### src/rtl/level_pkg.sv
// ---------------------------------------------------------------------------
// level_pkg
// Shared definitions for the level/blink controller slice.
//   state_t   : controller state (IDLE = nothing pending, PEND = increment
//               previewed and waiting for commit)
//   COUNT_MAX : highest committed level
//   LEVEL_W   : width of the committed level
// ---------------------------------------------------------------------------
package level_pkg;

   localparam int LEVEL_W = 3;

   localparam logic [LEVEL_W-1:0] COUNT_MAX = 3'd7;

   typedef enum logic {
      IDLE = 1'b0,
      PEND = 1'b1
   } state_t;

   // True when the level can still take another increment.
   function automatic logic can_increment(input logic [LEVEL_W-1:0] level);
      return (level != COUNT_MAX);
   endfunction

   // True when the level can still take another decrement.
   function automatic logic can_decrement(input logic [LEVEL_W-1:0] level);
      return (level != '0);
   endfunction

endpackage

### src/rtl/level_blink_ctrl_sync_edge.sv
// ---------------------------------------------------------------------------
// sync_edge
// Brings one asynchronous request line into the clk domain and turns each
// rising edge of it into a single-cycle pulse.
//   clk      : system clock
//   rst_n    : asynchronous active-low reset, clears every flop
//   async_in : raw request, asynchronous to clk
//   pulse    : one-cycle high for each rising edge of async_in
//
// An input first sampled high at edge N reaches sync_q at edge N+1 while
// prev_q is still low, so pulse is high during the cycle ending at edge N+2.
// ---------------------------------------------------------------------------
module sync_edge (
   input  logic clk,
   input  logic rst_n,
   input  logic async_in,
   output logic pulse
);

   logic meta_q;
   logic sync_q;
   logic prev_q;

   // Two-flop synchroniser followed by a delay flop for edge detection.
   always_ff @(posedge clk or negedge rst_n) begin
      if (!rst_n) begin
         meta_q <= 1'b0;
         sync_q <= 1'b0;
         prev_q <= 1'b0;
      end else begin
         meta_q <= async_in;
         sync_q <= meta_q;
         prev_q <= sync_q;
      end
   end

   // Because prev_q resets low, a line already high at reset release still
   // yields exactly one pulse.
   assign pulse = sync_q & ~prev_q;

endmodule

### src/rtl/level_blink_ctrl.sv
// ---------------------------------------------------------------------------
// level_blink_ctrl
// Keeps a committed level 0..7 for a bar display. A decrement request acts
// at once. An increment request first previews the next level by blinking,
// and commits only after COMMIT_TOGGLES prescaler terminal events. A
// decrement during the preview cancels it.
//
// Parameters
//   BLINK_DIV      : blink half-period in clk cycles (>= 2)
//   COMMIT_TOGGLES : terminal events from preview start to commit (>= 1)
// Ports
//   clk    : system clock, all state changes on its rising edge
//   rst_n  : asynchronous active-low reset
//   inc_in : raw increment request, asynchronous to clk
//   dec_in : raw decrement request, asynchronous to clk
//   count  : committed level, registered
//   blink  : registered preview flag (display shows count+1 bars when 1)
//   busy   : high while an increment is pending
// ---------------------------------------------------------------------------
module level_blink_ctrl #(
   parameter int BLINK_DIV      = 25000000,
   parameter int COMMIT_TOGGLES = 6
) (
   input  logic       clk,
   input  logic       rst_n,
   input  logic       inc_in,
   input  logic       dec_in,
   output logic [2:0] count,
   output logic       blink,
   output logic       busy
);

   import level_pkg::*;

   localparam int PRESC_W = $clog2(BLINK_DIV);
   localparam int TOG_W   = $clog2(COMMIT_TOGGLES + 1);

   localparam logic [PRESC_W-1:0] PRESC_LAST = PRESC_W'(BLINK_DIV - 1);
   localparam logic [TOG_W-1:0]   TOG_LAST   = TOG_W'(COMMIT_TOGGLES - 1);

   logic inc_p;
   logic dec_p;

   state_t             state;
   logic [PRESC_W-1:0] presc;
   logic [TOG_W-1:0]   tog_cnt;
   logic               presc_term;

   sync_edge u_sync_inc (
      .clk      (clk),
      .rst_n    (rst_n),
      .async_in (inc_in),
      .pulse    (inc_p)
   );

   sync_edge u_sync_dec (
      .clk      (clk),
      .rst_n    (rst_n),
      .async_in (dec_in),
      .pulse    (dec_p)
   );

   assign presc_term = (presc == PRESC_LAST);

   // Level / preview state machine. A decrement always takes priority over
   // an increment, both in IDLE (inc discarded) and in PEND (cancel, even on
   // a terminal-event cycle).
   always_ff @(posedge clk or negedge rst_n) begin
      if (!rst_n) begin
         state   <= IDLE;
         count   <= '0;
         blink   <= 1'b0;
         presc   <= '0;
         tog_cnt <= '0;
      end else begin
         case (state)
            IDLE: begin
               presc   <= '0;
               tog_cnt <= '0;
               blink   <= 1'b0;
               if (dec_p) begin
                  if (can_decrement(count)) begin
                     count <= count - 3'd1;
                  end
               end else if (inc_p && can_increment(count)) begin
                  state <= PEND;
                  blink <= 1'b1;
               end
            end

            PEND: begin
               if (dec_p) begin
                  state   <= IDLE;
                  blink   <= 1'b0;
                  presc   <= '0;
                  tog_cnt <= '0;
               end else if (presc_term) begin
                  presc <= '0;
                  // tog_cnt holds the number of terminal events already
                  // seen, so reaching TOG_LAST here means this is the last.
                  if (tog_cnt == TOG_LAST) begin
                     state   <= IDLE;
                     count   <= count + 3'd1;
                     blink   <= 1'b0;
                     tog_cnt <= '0;
                  end else begin
                     blink   <= ~blink;
                     tog_cnt <= tog_cnt + TOG_W'(1);
                  end
               end else begin
                  presc <= presc + PRESC_W'(1);
               end
            end

            default: begin
               state   <= IDLE;
               blink   <= 1'b0;
               presc   <= '0;
               tog_cnt <= '0;
            end
         endcase
      end
   end

   assign busy = (state == PEND);

endmodule

### config.mk
export PLATFORM = sky130hd
export DESIGN_NAME = level_blink_ctrl
export DESIGN_NICKNAME = d
export VERILOG_FILES = /design/src/rtl/level_pkg.sv /design/src/rtl/level_blink_ctrl_sync_edge.sv /design/src/rtl/level_blink_ctrl.sv
export SDC_FILE = /design/constraint.sdc
export NUM_CORES = 1
export LEC_CHECK = 0
export CAP_MARGIN = 20
export CELL_PAD_IN_SITES_DETAIL_PLACEMENT = 0
export CELL_PAD_IN_SITES_GLOBAL_PLACEMENT = 1
export CORE_MARGIN = 10
export CORE_UTILIZATION = 25
export DETAILED_ROUTE_END_ITERATION = 16
export PLACE_DENSITY_LB_ADDON = 0.1
export RECOVER_POWER = 100
export SLEW_MARGIN = 20
export SYNTH_ARGS = -nofsm -noshare
export SYNTH_HDL_FRONTEND = slang
export SYNTH_SLANG_ARGS = --single-unit
### constraint.sdc
create_clock -name clk -period 5.25 [get_ports clk]
set_input_delay 0.7875 -clock clk [delete_from_list [all_inputs] [get_ports clk]]
set_output_delay 0.7875 -clock clk [all_outputs]
set_load 0.005 [all_outputs]
==> impl_metrics.toml <==
[run_status]
status = "finished, violations left"
violations = "capacitance limit, slew limit"

[setup_path]
crit_buf_inv = 0
cp_top_family = "simple AND/OR/NAND/NOR gates"
start_kind = "register"
crit_type = "reg -> reg"
required_ns = 5.39
rr_startpoint = "presc[0]"
rrSetupSlack_ns = 2.68
regToRegEndpoint = "presc[2]"
end_kind = "register"
worstPathCellList = "ha_1 > nand2_1 > or4_1 > or3_1 > nand2_1 > nor2_1"
slowest_stage = "nand2_1"
worstRegToRegCells = 6
cp_common_cell = "nand2_1"
cp.arrival_ns = 2.72
critPathMaxStageDelay_ns = 0.62
critPathMaxFanout = 23

[sta]
rsz0062_at_grt = "false"
worst_pin_slew_ns = 2.18
slew_headroom_pct = -45.4
hold_viol = 0
max_freq_mhz = 388
hold_ws_ns = 0.353
skew_ns = 0.00459
slew_violations = 40
finalSetupTns_ns = 0
setup_violations = 0
finalCriticalPeriod_ns = 2.57
layout_setup_ws_ns = 2.68
final.period_utilization_pct = 49.0

[clock_tree]
tritoncts = "built"
cts_setup_buffers = 0
cts_sinks = 39
root_buffer = "clkbuf_8"
ctsHoldBuffers = 0
clk_pin_slew_worst_paths_ns = 0.08
htreeDepth = 2
cts_resized = 0
clockBufferDepth = 2
clk_latency_ns = 0.29
numCtsBuffers = 5

[cells_and_area]
n_antenna_cell = 0
seqCellArea_um2 = 976
multi_input_area_um2 = 787
fillers = 794
layout.cells.non_filler = 289
nNetsFinal = 195
drive_above_1_share_pct = 4.74
area_growth_pct = 12.2

[placed_design]
hpwl_um = 2950
placed_cells = 281
pre_cts_ws_ns = 2.98
placement.io_buffers = 8
gp_congestion = 0.781

[power_and_ir_drop]
seqPwrFrac_pct = 57.4
power.internal_mw = 0.408
power.clock.fraction_pct = 36.3
power_per_cell_area_mw_per_mm2 = 265
total_power_mw = 0.547
p_sw_share_pct = 25.5
p_leak_nw = 0.795
max-vdd-ir-drop_mv = 0.0759
comb_power_share_pct = 6.3
p_sw_mw = 0.140

[route]
routedWlPerCell_um = 14.4
wirelength_um = 4170
postRouteAntennaNets = 0
drc = 0
firstDrtPassIters = 4
drt_iter0_drc = 47
vias = 1317
vias_per_cell = 4.56

[worst_hold_path]
min-delay-start = "u_sync_inc.meta_q"
hold_end = "u_sync_inc.sync_q"
holdCritPathClass = "reg -> reg"
hold-path-cell-count = 0

[synthesis]
synth_fp_nets = 184
syn_area_per_cell_um2 = 10.4
synth-edff-count = 0
synth_warnings = 0
syn_area_mm2 = 0.00184
ys.flop_type = "dfrtp_1"
syn_inst = 178
ys_seq_elements = 39
ys_seq_area_share_pct = 53.0
synth_cell_types = 34
async_reset_ff_share_pct = 100

[global_routing]
grt_max_degree = 40
grt_pass1_vias = 1435
track_usage_pct = 8.13
grt_overflow_total = 0
grt_pass1_wl_um = 7250
antenna_found_initial = 0

[flow_run]
drv_cap = 1

[die]
std_cell_rows = 31
die_width_um = 106
dieArea_mm2 = 0.0112
coreArea_mm2 = 0.00721
die_h_um = 106
io_pins = 9
initial_core_util_pct = 25.5
[synth_stat cells (2+ instances only)]
cell type	n	area, µm²
o311ai_0	2	17.5
inv_1	6	22.5
mux2i_1	2	20.0
buf_4	2	15.0
and3_1	4	25.0
nor2_1	31	116
clkbuf_1	2	7.51
xor2_1	4	35.0
nand3_1	10	50.1
nand4_1	6	37.5
nor4b_1	2	17.5
xnor2_1	21	184
nand3b_1	3	22.5
nor3_1	8	40.0
nand2_1	13	48.8
dfrtp_1	39	976
nor4_1	6	37.5
[per-stage QoR]
stage	util, %	instance area, µm²
after floorplan	-	1840
after global placement	28.0	2020
after detailed placement	28.0	2020
after CTS	29.2	2100
after global routing	28.7	2070
final	28.7	2070
[placed cells by master (no fill, tap or decap)]
cell / count
nand2b_1: 1
xnor2_1: 21
a21oi_2: 1
dfrtp_1: 39
nand2_1: 14
clkbuf_1: 1
nor3_1: 9
nand3b_1: 3
nor2_1: 31
nor4b_1: 2
xor2_1: 4
and3_1: 4
nand3_1: 10
or3_1: 2
clkinv_2: 3
and4_1: 1
inv_1: 6
a41oi_1: 1
ha_1: 1
and2_1: 1
clkbuf_8: 5
a21oi_1: 1
dlygate4sd3_1: 7
o21ai_0: 1
or4_1: 2
nand4_1: 6
mux2i_1: 2
nor4_1: 7
o311ai_0: 2
mux2_1: 1
fa_1: 1
[power by group through the flow]
stage	combinational [mW]	clock [mW]	sequential, mW
after CTS	0.0382	0.209	0.314
after global placement	0.0375	0	0.320
after floorplan	0.0213	0	0.319
after detailed placement	0.0380	0	0.320
final	0.0346	0.198	0.314
after global routing	0.0402	0.223	0.315
[area by class of cell]
| type | instances | area share (%) |
|---|---|---|
| clock buffers | 5 | 3.33 |
| clock inverters | 3 | 0.726 |
| inverters | 6 | 1.09 |
| multi-input cells | 129 | 38.1 |
| flip-flops and latches | 39 | 47.2 |
| well taps | 99 | 5.99 |
| repair buffers | 8 | 3.57 |
[sequential cells by signal, indices dropped and copies added (netlist names)]
register,cells
u_sync_dec.sync_q,1
u_sync_dec.prev_q,1
count,3
presc,25
u_sync_inc.sync_q,1
u_sync_inc.meta_q,1
blink,1
u_sync_dec.meta_q,1
tog_cnt,3
u_sync_inc.prev_q,1
busy,1
[layer usage]
layer  vias to the layer above  share of wire (%)  global-route usage, %
met1                       661                 46                   9.54
met2                        16                 49                   13.1
li1                        634                  -                      -
met3                         6                3.7                   2.74
met4                         0                1.9                   3.77
met5                         -                  0                      0
[cells by family after synthesis]
logic type,count (synthesis),share of synthesized area (%)
DFF,39,53.0
muxes,3,1.90
AOI/OAI and AO/OA,6,2.44
and+or+nand+nor,93,26.6
xor gates and xnor gates,25,11.9
buffers and inverters,10,2.44
adders and majority gates,2,1.77
[worst max-delay path by stage]
stage / from / end / slack [ns] / cells after the start
2_1_floorplan: presc[0] / count[1] / 3.27 / 6
3_3_place_gp: presc[0] / presc[19] / 3.04 / 6
3_5_place_dp: presc[0] / presc[2] / 2.98 / 6
4_1_cts: presc[0] / presc[2] / 2.97 / 6
5_1_grt: rst_n / presc[8] / 2.40 / 1
6_report: presc[0] / presc[2] / 2.68 / 6
(Power assumes the default switching activity.)
